[config.mk]
export PLATFORM = sky130hd
export DESIGN_NAME = spi_module
export DESIGN_NICKNAME = d
export VERILOG_FILES = /design/src/rtl/spi_module.sv
export SDC_FILE = /design/constraint.sdc
export NUM_CORES = 1
export LEC_CHECK = 0
export ABC_AREA = 1
export ABC_CLOCK_PERIOD_IN_PS = 2400
export BUFFER_PORTS_ARGS = -buffer_cell sky130_fd_sc_hd__buf_2
export CAP_MARGIN = 40
export CORE_MARGIN = 2
export CORE_UTILIZATION = 56
export CTS_CLUSTER_DIAMETER = 40
export DETAILED_ROUTE_END_ITERATION = 8
export PLACE_DENSITY_LB_ADDON = 0.05
export SLEW_MARGIN = 5
export SYNTH_ARGS = -nofsm -noshare
export SYNTH_HDL_FRONTEND = slang
export SYNTH_SLANG_ARGS = --single-unit
export TNS_END_PERCENT = 1
[constraint.sdc]
create_clock -name clk -period 2.4 [get_ports clk]
set_input_delay 0.12 -clock clk [delete_from_list [all_inputs] [get_ports clk]]
set_output_delay 0.12 -clock clk [all_outputs]
set_load 0.005 [all_outputs]
[src/rtl/spi_module.sv]
// SPI mode-0 slave, fully in the clk domain with oversampled sck/mosi/ncs.
// An 8-bit command selects a 32-bit register access or a 16-bit memory read stream.
module spi_module #(
  parameter int SYNC_STAGES = 2,
  parameter int MEM_AW      = 12,
  parameter int MEM_DW      = 16
) (
  input  logic              clk,
  input  logic              nreset,
  input  logic              sck,
  input  logic              mosi,
  input  logic              ncs,
  output logic              miso,
  input  logic [31:0]       data_in_1,
  output logic [7:0]        q_c,
  output logic [31:0]       q_0,
  output logic [31:0]       q_1,
  input  logic [MEM_DW-1:0] mem_data,
  output logic [MEM_AW-1:0] mem_addr
);

  typedef enum logic [2:0] {
    ST_IDLE,
    ST_CMD,
    ST_DATA,
    ST_MEM,
    ST_DONE
  } state_t;

  state_t state_q, state_d;

  logic [SYNC_STAGES-1:0] sck_sync_q, sck_sync_d;
  logic [SYNC_STAGES-1:0] mosi_sync_q, mosi_sync_d;
  logic [SYNC_STAGES-1:0] ncs_sync_q, ncs_sync_d;
  logic                   sck_prev_q, sck_prev_d;
  logic                   ncs_prev_q, ncs_prev_d;
  logic [4:0]             bit_cnt_q, bit_cnt_d;
  logic [31:0]            rx_q, rx_d;
  logic [31:0]            tx_q, tx_d;
  logic [31:0]            snap_q, snap_d;
  logic                   wr_pend_q, wr_pend_d;
  logic                   miso_q, miso_d;
  logic [7:0]             q_c_q, q_c_d;
  logic [31:0]            q_0_q, q_0_d;
  logic [31:0]            q_1_q, q_1_d;
  logic [MEM_AW-1:0]      mem_addr_q, mem_addr_d;

  logic sck_s, mosi_s, ncs_s;
  logic sck_rise, sck_fall;

  assign sck_s    = sck_sync_q[SYNC_STAGES-1];
  assign mosi_s   = mosi_sync_q[SYNC_STAGES-1];
  assign ncs_s    = ncs_sync_q[SYNC_STAGES-1];
  assign sck_rise = sck_s & ~sck_prev_q;
  assign sck_fall = ~sck_s & sck_prev_q;

  always_comb begin
    sck_sync_d  = {sck_sync_q[SYNC_STAGES-2:0], sck};
    mosi_sync_d = {mosi_sync_q[SYNC_STAGES-2:0], mosi};
    ncs_sync_d  = {ncs_sync_q[SYNC_STAGES-2:0], ncs};
    sck_prev_d  = sck_s;
    ncs_prev_d  = ncs_s;
    state_d     = state_q;
    bit_cnt_d   = bit_cnt_q;
    rx_d        = rx_q;
    tx_d        = tx_q;
    snap_d      = snap_q;
    wr_pend_d   = 1'b0;
    q_c_d       = q_c_q;
    q_0_d       = q_0_q;
    q_1_d       = q_1_q;
    mem_addr_d  = mem_addr_q;

    // A completed write lands one clk after the 32nd bit, even if ncs has since risen.
    if (wr_pend_q) begin
      if (q_c_q[4]) q_1_d = rx_q;
      else          q_0_d = rx_q;
    end

    if (ncs_s) begin
      state_d   = ST_IDLE;
      bit_cnt_d = 5'd0;
      tx_d      = 32'd0;
    end else if (ncs_prev_q) begin
      state_d   = ST_CMD;
      bit_cnt_d = 5'd0;
      tx_d      = {q_c_q, 24'd0};
    end else if (sck_rise) begin
      rx_d = {rx_q[30:0], mosi_s};
      case (state_q)
        ST_CMD: begin
          if (bit_cnt_q == 5'd7) begin
            q_c_d     = rx_d[7:0];
            bit_cnt_d = 5'd0;
            if (rx_d[1]) begin
              state_d    = ST_MEM;
              mem_addr_d = '0;
            end else begin
              state_d = ST_DATA;
              snap_d  = rx_d[4] ? data_in_1 : q_0_q;
            end
          end else begin
            bit_cnt_d = bit_cnt_q + 5'd1;
          end
        end
        ST_DATA: begin
          if (bit_cnt_q == 5'd31) begin
            state_d   = ST_DONE;
            bit_cnt_d = 5'd0;
            wr_pend_d = q_c_q[0];
          end else begin
            bit_cnt_d = bit_cnt_q + 5'd1;
          end
        end
        ST_MEM: begin
          if (bit_cnt_q == 5'(MEM_DW - 1)) begin
            bit_cnt_d  = 5'd0;
            mem_addr_d = mem_addr_q + {{(MEM_AW-1){1'b0}}, 1'b1};
          end else begin
            bit_cnt_d = bit_cnt_q + 5'd1;
          end
        end
        default: ;
      endcase
    end else if (sck_fall) begin
      // A falling edge with the counter at zero begins a new word: load instead of shift.
      case (state_q)
        ST_CMD:  tx_d = {tx_q[30:0], 1'b0};
        ST_DATA: tx_d = (bit_cnt_q == 5'd0) ? snap_q : {tx_q[30:0], 1'b0};
        ST_MEM:  tx_d = (bit_cnt_q == 5'd0) ? {mem_data, {(32-MEM_DW){1'b0}}}
                                            : {tx_q[30:0], 1'b0};
        default: tx_d = 32'd0;
      endcase
    end

    miso_d = ((state_d == ST_CMD) || (state_d == ST_DATA) || (state_d == ST_MEM))
             ? tx_d[31] : 1'b0;
  end

  always_ff @(posedge clk) begin
    if (!nreset) begin
      sck_sync_q  <= '0;
      mosi_sync_q <= '0;
      ncs_sync_q  <= '1;
      sck_prev_q  <= 1'b0;
      ncs_prev_q  <= 1'b1;
      state_q     <= ST_IDLE;
      bit_cnt_q   <= 5'd0;
      rx_q        <= 32'd0;
      tx_q        <= 32'd0;
      snap_q      <= 32'd0;
      wr_pend_q   <= 1'b0;
      miso_q      <= 1'b0;
      q_c_q       <= 8'd0;
      q_0_q       <= 32'd0;
      q_1_q       <= 32'd0;
      mem_addr_q  <= '0;
    end else begin
      sck_sync_q  <= sck_sync_d;
      mosi_sync_q <= mosi_sync_d;
      ncs_sync_q  <= ncs_sync_d;
      sck_prev_q  <= sck_prev_d;
      ncs_prev_q  <= ncs_prev_d;
      state_q     <= state_d;
      bit_cnt_q   <= bit_cnt_d;
      rx_q        <= rx_d;
      tx_q        <= tx_d;
      snap_q      <= snap_d;
      wr_pend_q   <= wr_pend_d;
      miso_q      <= miso_d;
      q_c_q       <= q_c_d;
      q_0_q       <= q_0_d;
      q_1_q       <= q_1_d;
      mem_addr_q  <= mem_addr_d;
    end
  end

  assign miso     = miso_q;
  assign q_c      = q_c_q;
  assign q_0      = q_0_q;
  assign q_1      = q_1_q;
  assign mem_addr = mem_addr_q;

endmodule

==> qor.yml, run 1 <==
status: "complete, no violations"
drc_errors: 0
max_slew_margin_pct: 61.8
cts_resized: 0
grt_usage_pct: 26.7
grtUsageMet2_pct: 41.3
grt_max_degree: 110
setup-violations-final: 0
ir_drop_v: 0.000604
setup-tns-final_ps: 0
finalHoldViolCount: 0
ioPinCount: 138
drtIter0Drc: 511
ys_seq_elements: 198
worstHoldStart: "mem_data[9]"
grt_pass1_wl_um: 35200
grtUsageMet1_pct: 37.7
whs_endpoint: "tx_q[25]"
timing.rr.end: "mem_addr[2]"
critical_path.max_fanout: 9
synth_edf_count: 0
path_clk_slew_ps: 70
syn_area_sq_mm: 0.00856
n_fill_cell: 1399
endpoint_kind: "flop"
synth_top_area_share_pct: 46.3
reg2reg_from: "bit_cnt_q[1]"
yosys.area.top_type: "dfxtp_1"
clockRootBuffer: "clkbuf_16"
register_area_sq_mm: 0.00397
hpwlAfterDp_um: 14900
max_cap_violations: 0
first_global_vias: 7111
placedCellCount: 1484
cts_tree: "done"
vias: 8036
clock-skew-final_ps: 7.40
cts_num_sinks: 198
crit_path_top_delay_cell: "dfxtp_1"
core_region_area_sq_mm: 0.0151
fp.dieH_um: 128
synth_common_cells: "263 x nand2_1, 198 x dfxtp_1, 144 x nor2_1"
wire_per_inst_um: 14.2
synth.distinct_cells: 33
cts_htree_levels: 4
stdcell_count: 1520
min_path_type: "primary input to flop"
startpoint_type: "flop"
final_nets: 1377
worst-slew-pin-transition_ps: 572
arrival_ps: 2320
synthTopCellsByArea: "dfxtp_1 46%, nand2_1 12%, o21ai_0 8.2%, a21oi_1 7.4%, nor2_1 6.3%"
die_x_um: 128
maxSlewViolCount: 0
async_flop_share_pct: 0
required_ps: 2770
max_freq_mhz: 512
area_delta_synth_final_pct: 16.3
synthesis.nets: 1269
initial_core_util_pct: 56.7
clock_path_buffers: 2
grt_overflow_total: 0
p_leak_nw: 4.27
layout_min_cycle_time_ps: 1950
cp_cell_sequence: "ha_1, nand2_2, nor2_1, ha_1, inv_1, nand2_1, inv_1, nor2_2, nand2_2, o21ai_1, nand2_1, nor2_1"
hold_depth: 5
cts_setup_buffers: 0
ys_seq_area_share_pct: 46.3
placementRows: 45
antenna_found_initial: 1
synthCells: 1210
wl_um: 21500
holdBufCountCts: 3
multiInputGateArea_sq_mm: 0.00395
yosysMostFrequentCell: "nand2_1"
portBuffers: 137
cp.buffers_inverters: 2
rrSetupSlack_ps: 450
whs_ps: 45.3
ant_nets: 0
dieArea_sq_mm: 0.0163
top_usage_layer: "met2"
globalplace.congestion: 0.938
avgSynthCellArea_sq_um: 7.07
max_stage_delay_ps: 400
power-per-cell-area_mw_per_mm2: 627
fin_crit_sh_pct: 81.3
cpLargestDelayFamily: "simple AND/OR/NAND/NOR gates"
clk_latency_ps: 430
rr_worst_depth: 12
drive_gt1_share_pct: 17.1
grtUsageMet3_pct: 6.11
ys.flop_type: "dfxtp_1"
viasPerCell: 5.29
dr.pass1.iters: 5
critPathKind: "flop to flop"
synth_warnings: 0
rsz0062_at_grt: "false"
cts_buffers: 17
## cell usage in the layout, fill, tap and decap left out, drive strengths merged, types with 5 or more instances in the layout
cell type and instances:
clkbuf 17, nor3 5, o21ai 149, clkinv 7
nor2 158, nand3 107, ha 6, nand2 277
dfxtp 198, buf 155, a21oi 126, inv 96
nand4 12
## registers in the layout, indices dropped and copies added (netlist names), 2 cells and up
register     count
q_c              8
q_1             32
state_q          3
rx_q            32
bit_cnt_q        5
sck_sync_q       2
q_0             32
mosi_sync_q      2
mem_addr        12
tx_q            32
ncs_sync_q       2
snap_q          32
## how the worst max path moves through the flow
stage                       startpoint  cells past startpoint           to  slack, ps
final                     bit_cnt_q[1]                     12  mem_addr[2]        450
after global routing      bit_cnt_q[1]                     12  mem_addr[2]        120
after CTS                 bit_cnt_q[1]                     12  mem_addr[2]        460
after detailed placement  bit_cnt_q[1]                     12  mem_addr[2]        500
after global placement    bit_cnt_q[1]                     10  mem_addr[3]        570
after floorplan           bit_cnt_q[1]                     13  mem_addr[2]        710
## cell families after synthesis
family,count (synthesis),share of synthesized area (%)
buffers and inverters,160,7.60
AOI/OAI and AO/OA,280,16.5
adders and majority gates,6,0.877
and+or+nand+nor,563,28.4
xor gates and xnor gates,2,0.205
DFF,198,46.3
muxes,1,0.117
## layout make-up
class                           instances  area share (%)
Antenna cell                            1          0.0252
Clock buffer                           17            4.28
Clock inverter                         15            1.46
Inverter                               91            3.43
Multi-Input combinational cell        852            39.7
Sequential cell                       198            39.9
Tap cell                              188            2.36
Timing Repair Buffer                  158            8.93
## worst reg2reg max path: cells and delay by family, from the launching register on
kind            cells  cell delay [ps]
fa+ha+maj           2              390
compound gates      1              170
buf+inv             2              100
flops               1              400
simple gates        7              830
## report_power, final
group	switching, W	leakage [nW]	internal, W
sequential	0.00000535	1.60	0.00329
clock	0.00132	0.280	0.00146
combinational	0.000104	2.40	0.0000631
total	0.00142	4.27	0.00481
## routing by layer
| layer | wire length (um) | vias up |
|---|---|---|
| met5 | 0 | - |
| met2 | 9830 | 209 |
| li1 | - | 4166 |
| met4 | 236 | 0 |
| met1 | 10200 | 3636 |
| met3 | 1310 | 25 |
## metrics by stage
stage | worst slack, ps | instance area [sq um] | total power, W | util [%]
3_3_place_gp | 573 | 9350 | 0.00353 | 61.9
6_report | 448 | 9950 | 0.00624 | 65.9
3_5_place_dp | 505 | 9350 | 0.00353 | 61.9
2_1_floorplan | 715 | 8560 | 0.00346 | -
5_1_grt | 120 | 9950 | 0.00644 | 65.9
4_1_cts | 460 | 9950 | 0.00628 | 65.9
Note: power is estimated with default switching activity, not from simulation.
==> run 2, diff against run 1 <==
ABC_CLOCK_PERIOD_IN_PS = 1800   (was 2400)
clock period = 1.8 ns   (was 2.4 ns; I/O delays follow)
==> qor.yml, run 2 (synthesis results as in run 1) <==
clock_path_buffers: 2
grt_pass1_wl_um: 36300
mostFrequentLayoutCells: "262 x nand2_1, 196 x dfxtp_1, 142 x nor2_1"
vias: 8142
path_clk_slew_ps: 70
drtIter0Drc: 482
max_cap_violations: 0
status: "complete, no violations"
drive_gt1_share_pct: 18.6
ant_nets: 0
critPathKind: "flop to flop"
viasPerCell: 5.28
startpoint_type: "flop"
die_x_um: 128
ioPinCount: 138
final_common_cell: "nand2_1"
rr_worst_depth: 12
grtUsageMet3_pct: 5.32
min_path_type: "primary input to flop"
required_ps: 2160
grtUsageMet2_pct: 42.7
antenna_found_initial: 1
critical_path.max_fanout: 11
cts_htree_levels: 4
area_delta_synth_final_pct: 19.4
place_area_sq_mm: 0.00952
multiInputGateArea_sq_mm: 0.00398
clock-skew-final_ps: 12.7
top_usage_layer: "met2"
p_leak_nw: 4.40
wl_um: 21900
clk_latency_ps: 430
register_area_sq_mm: 0.00397
hpwlAfterDp_um: 15100
finalHoldViolCount: 0
dr.pass1.iters: 5
final_nets: 1399
fp.dieH_um: 128
worst-slew-pin-transition_ps: 436
n_fill_cell: 1354
hold_depth: 5
ir_drop_v: 0.000672
dieArea_sq_mm: 0.0163
cts_num_sinks: 198
grt_overflow_total: 0
grt_max_degree: 110
max_slew_margin_pct: 70.7
core_region_area_sq_mm: 0.0151
first_global_vias: 7302
placementRows: 45
cts_buffers: 17
worst_slack_ps: 61.5
power-per-cell-area_mw_per_mm2: 843
portBuffers: 137
endpoint_kind: "flop"
setup-violations-final: 0
max_freq_mhz: 575
postLayoutCellArea_sq_mm: 0.0102
clockRootBuffer: "clkbuf_16"
cts_tree: "done"
drc_errors: 0
arrival_ps: 2090
globalplace.congestion: 0.897
rsz0062_at_grt: "true"
grt_usage_pct: 27.5
place_ws_ps: -43.5
fin_crit_sh_pct: 96.6
maxSlewViolCount: 0
wire_per_inst_um: 14.2
layout_min_cycle_time_ps: 1740
initial_core_util_pct: 56.7
grtUsageMet1_pct: 38.8
-- run 2: cell types whose count changed in the layout (fill, tap and decap cells not counted), sizes merged --
cell      previous run  this run
bufinv               1         3
buf                155       176
clkinv               7         4
nor2               158       159
inv                 96        92
clkbuf              17        23
clkinvlp             2         1
-- run 2: area by class of cell --
type / instances / share of cell area [%]
antenna: 1 / 0.0245
clock buffer: 23 / 4.68
clock inverter: 9 / 1.37
inverter: 91 / 3.34
multi-input combinational: 853 / 39.0
sequential: 198 / 38.8
tap: 188 / 2.30
timing repair buffer: 179 / 10.5
-- run 2: report_power, final --
| group | total [W] | switching, W | internal (W) |
|---|---|---|---|
| logic | 0.000235 | 0.000144 | 0.0000908 |
| registers | 0.00439 | 0.00000684 | 0.00439 |
| clock network | 0.00398 | 0.00166 | 0.00232 |
-- run 2: critical path, cell delays in order (launching register included) --
cell and delay (ps):
dfxtp_1 320, buf_4 140, inv_1 60, ha_1 170
inv_1 70, nor2_4 120, nand2_4 130, nor2_4 150
buf_4 200, nand2_1 70, nand2_1 60, nand2_1 50
a21oi_1 140
-- run 2: what timing repair did --
item	in CTS	in global routing
setup endpoints to repair	10	43
buffers inserted	0	1
pin swaps	0	3
resized for setup	1	7
gates cloned	0	1
hold buffers	3	0
hold endpoints to repair	3	0
-- run 2: final timing paths --
| check | start | endpoint | slack, ps |
|---|---|---|---|
| max reg2reg | bit_cnt_q[1] | tx_q[4] | 60 |
| min | mem_data[9] | tx_q[25] | 6 |
| min reg2reg | sck_sync_q[0] | sck_sync_q[1] | 410 |
| max | bit_cnt_q[1] | tx_q[4] | 60 |
-- run 2: per-stage QoR --
stage	power, W	instances	TNS [ps]	hold WS (ps)	utilization (%)
finish	0.00861	1542	0	6.03	67.7
CTS	0.00866	1539	0	1.68	67.4
global placement	0.00472	1504	0	276	63.1
global route	0.00886	1542	-1960	32.9	67.7
floorplan	0.00462	1210	0	188	-
detailed placement	0.00472	1504	-105	287	63.1
-- run 2: routing by layer --
layer	vias up	wire [um]
li1	4213	-
met1	3676	10400
met2	225	9940
met3	28	1210
met4	0	296
met5	-	0
==> run 3, diff against run 2 <==
CELL_PAD_IN_SITES_DETAIL_PLACEMENT = 1   (was not set)
CELL_PAD_IN_SITES_GLOBAL_PLACEMENT = 1   (was not set)
CORE_UTILIZATION = 40   (was 56)
==> qor.yml, run 3 (synthesis results as in run 1) <==
die_x_um: 150
cts_htree_levels: 4
cp.buffers_inverters: 4
finalHoldViolCount: 0
grt_usage_pct: 23.1
rrSetupSlack_ps: 20
final_nets: 1410
worstHoldStart: "mem_data[9]"
dr.pass1.iters: 4
globalplace.congestion: 0.830
setup-violations-final: 0
cts_buffers: 17
clk_latency_ps: 440
arrival_ps: 2140
max_slew_margin_pct: 68.1
cp.depth: 12
antenna_found_initial: 1
power-per-cell-area_mw_per_mm2: 806
grt_pass1_wl_um: 41700
area_delta_synth_final_pct: 23.3
rr_worst_depth: 12
rsz0062_at_grt: "true"
n_fill_cell: 2725
cts_num_sinks: 198
max_stage_delay_ps: 350
cpLargestDelayFamily: "simple AND/OR/NAND/NOR gates"
ioPinCount: 138
cp_cell_sequence: "buf_6, inv_4, ha_4, inv_2, nor2_4, nand2_4, nor2_4, clkbuf_16, nand2_2, nand2_1, nand2_1, a21oi_2"
min_path_type: "primary input to flop"
placementRows: 53
grt_overflow_total: 0
wl_um: 26600
required_ps: 2170
critPathKind: "flop to flop"
hpwlAfterDp_um: 18400
maxSlewViolCount: 0
portBuffers: 137
final_common_cell: "nand2_1"
path_clk_slew_ps: 80
dieArea_sq_mm: 0.0226
crit_path_top_delay_cell: "dfxtp_2"
core_region_area_sq_mm: 0.0210
fin_crit_sh_pct: 98.7
worst-slew-pin-transition_ps: 473
ant_nets: 0
whs_endpoint: "tx_q[25]"
viasPerCell: 5.08
utilization_pct: 50.2
critical_path.max_fanout: 6
status: "complete, no violations"
clockRootBuffer: "clkbuf_16"
startpoint_type: "flop"
layout_min_cycle_time_ps: 1780
power.total_w: 0.00850
endpoint_kind: "flop"
wire_per_inst_um: 16.2
grt_max_degree: 110
p_leak_nw: 4.50
clock_path_buffers: 2
drc_errors: 0
drtIter0Drc: 373
max_freq_mhz: 563
ir_drop_v: 0.000698
cts_tree: "done"
initial_core_util_pct: 40.7
mostFrequentLayoutCells: "253 x nand2_1, 194 x dfxtp_1, 142 x nor2_1"
clock-skew-final_ps: 14.5
drive_gt1_share_pct: 21.5
max_cap_violations: 0
fp.dieH_um: 150
vias: 8330
hold_depth: 5
reg2reg_from: "bit_cnt_q[1]"
timing.rr.end: "tx_q[6]"
first_global_vias: 8105
## run 3: cell types whose count changed in the layout (fill, tap and decap cells not counted), sizes merged
cell	change
clkinv	+1
buf	+9
clkbuf	-4
inv	+6
bufinv	-2
nor2	-1
nand2	+1
## run 3: cell type report
class,instances,area (sq um),share of cell area [%]
Antenna cell,1,2.50,0.0237
Clock buffer,17,425,4.03
Clock inverter,14,158,1.49
Inverter,91,344,3.26
Multi-Input combinational cell,853,4090,38.7
Sequential cell,198,3970,37.6
Tap cell,275,344,3.26
Timing Repair Buffer,190,1220,11.5
## run 3: repair_timing
item                                    4_1_cts  5_1_grt
pin swaps                                     2       20
gates resized for setup                       4       44
cloned                                        0        4
hold endpoints to repair                      3        0
buffers inserted                              2       10
hold buffers                                  3        0
endpoints found under the setup margin       11       39
## run 3: power by group
| group | total, W | switching [W] | internal [W] |
|---|---|---|---|
| clock network | 0.00387 | 0.00189 | 0.00198 |
| logic | 0.000242 | 0.000150 | 0.0000914 |
| registers | 0.00439 | 0.00000635 | 0.00438 |
| total | 0.00850 | 0.00204 | 0.00646 |
## run 3: worst register-to-register path, cell delays in order (launching register included)
cell and delay (ps):
dfxtp_2 350, buf_6 120, inv_4 40, ha_4 120, inv_2 40, nor2_4 140, nand2_4 90, nor2_4 290
clkbuf_16 220, nand2_2 50, nand2_1 60, nand2_1 60, a21oi_2 140
## run 3: worst max-delay path by stage
stage	slack, ps	start	endpoint
after floorplan	110	bit_cnt_q[1]	mem_addr[2]
after global placement	10	bit_cnt_q[0]	mem_addr[2]
after detailed placement	-120	bit_cnt_q[0]	mem_addr[2]
after CTS	9	bit_cnt_q[0]	mem_addr[2]
after global routing	-100	bit_cnt_q[0]	mem_addr[11]
final	20	bit_cnt_q[1]	tx_q[6]
## run 3: per-layer routing
metal	vias to the layer above	global-route usage (%)	part of all wire, %
met1	3978	32.4	48
li1	4215	-	-
met4	0	5.09	1.1
met2	119	36.9	47
met3	18	4.27	3.7
met5	-	0	0
## run 3: per-stage QoR
step	hold WS, ps	cells	setup TNS [ps]	setup WS, ps	area [sq um]
floorplan	188	1210	0	115	8560
global placement	272	1588	0	14.9	9620
detailed placement	282	1588	-460	-119	9620
CTS	16.3	1624	0	8.51	10300
global route	60.0	1639	-1700	-97.8	10500
finish	23.3	1639	0	24.0	10500
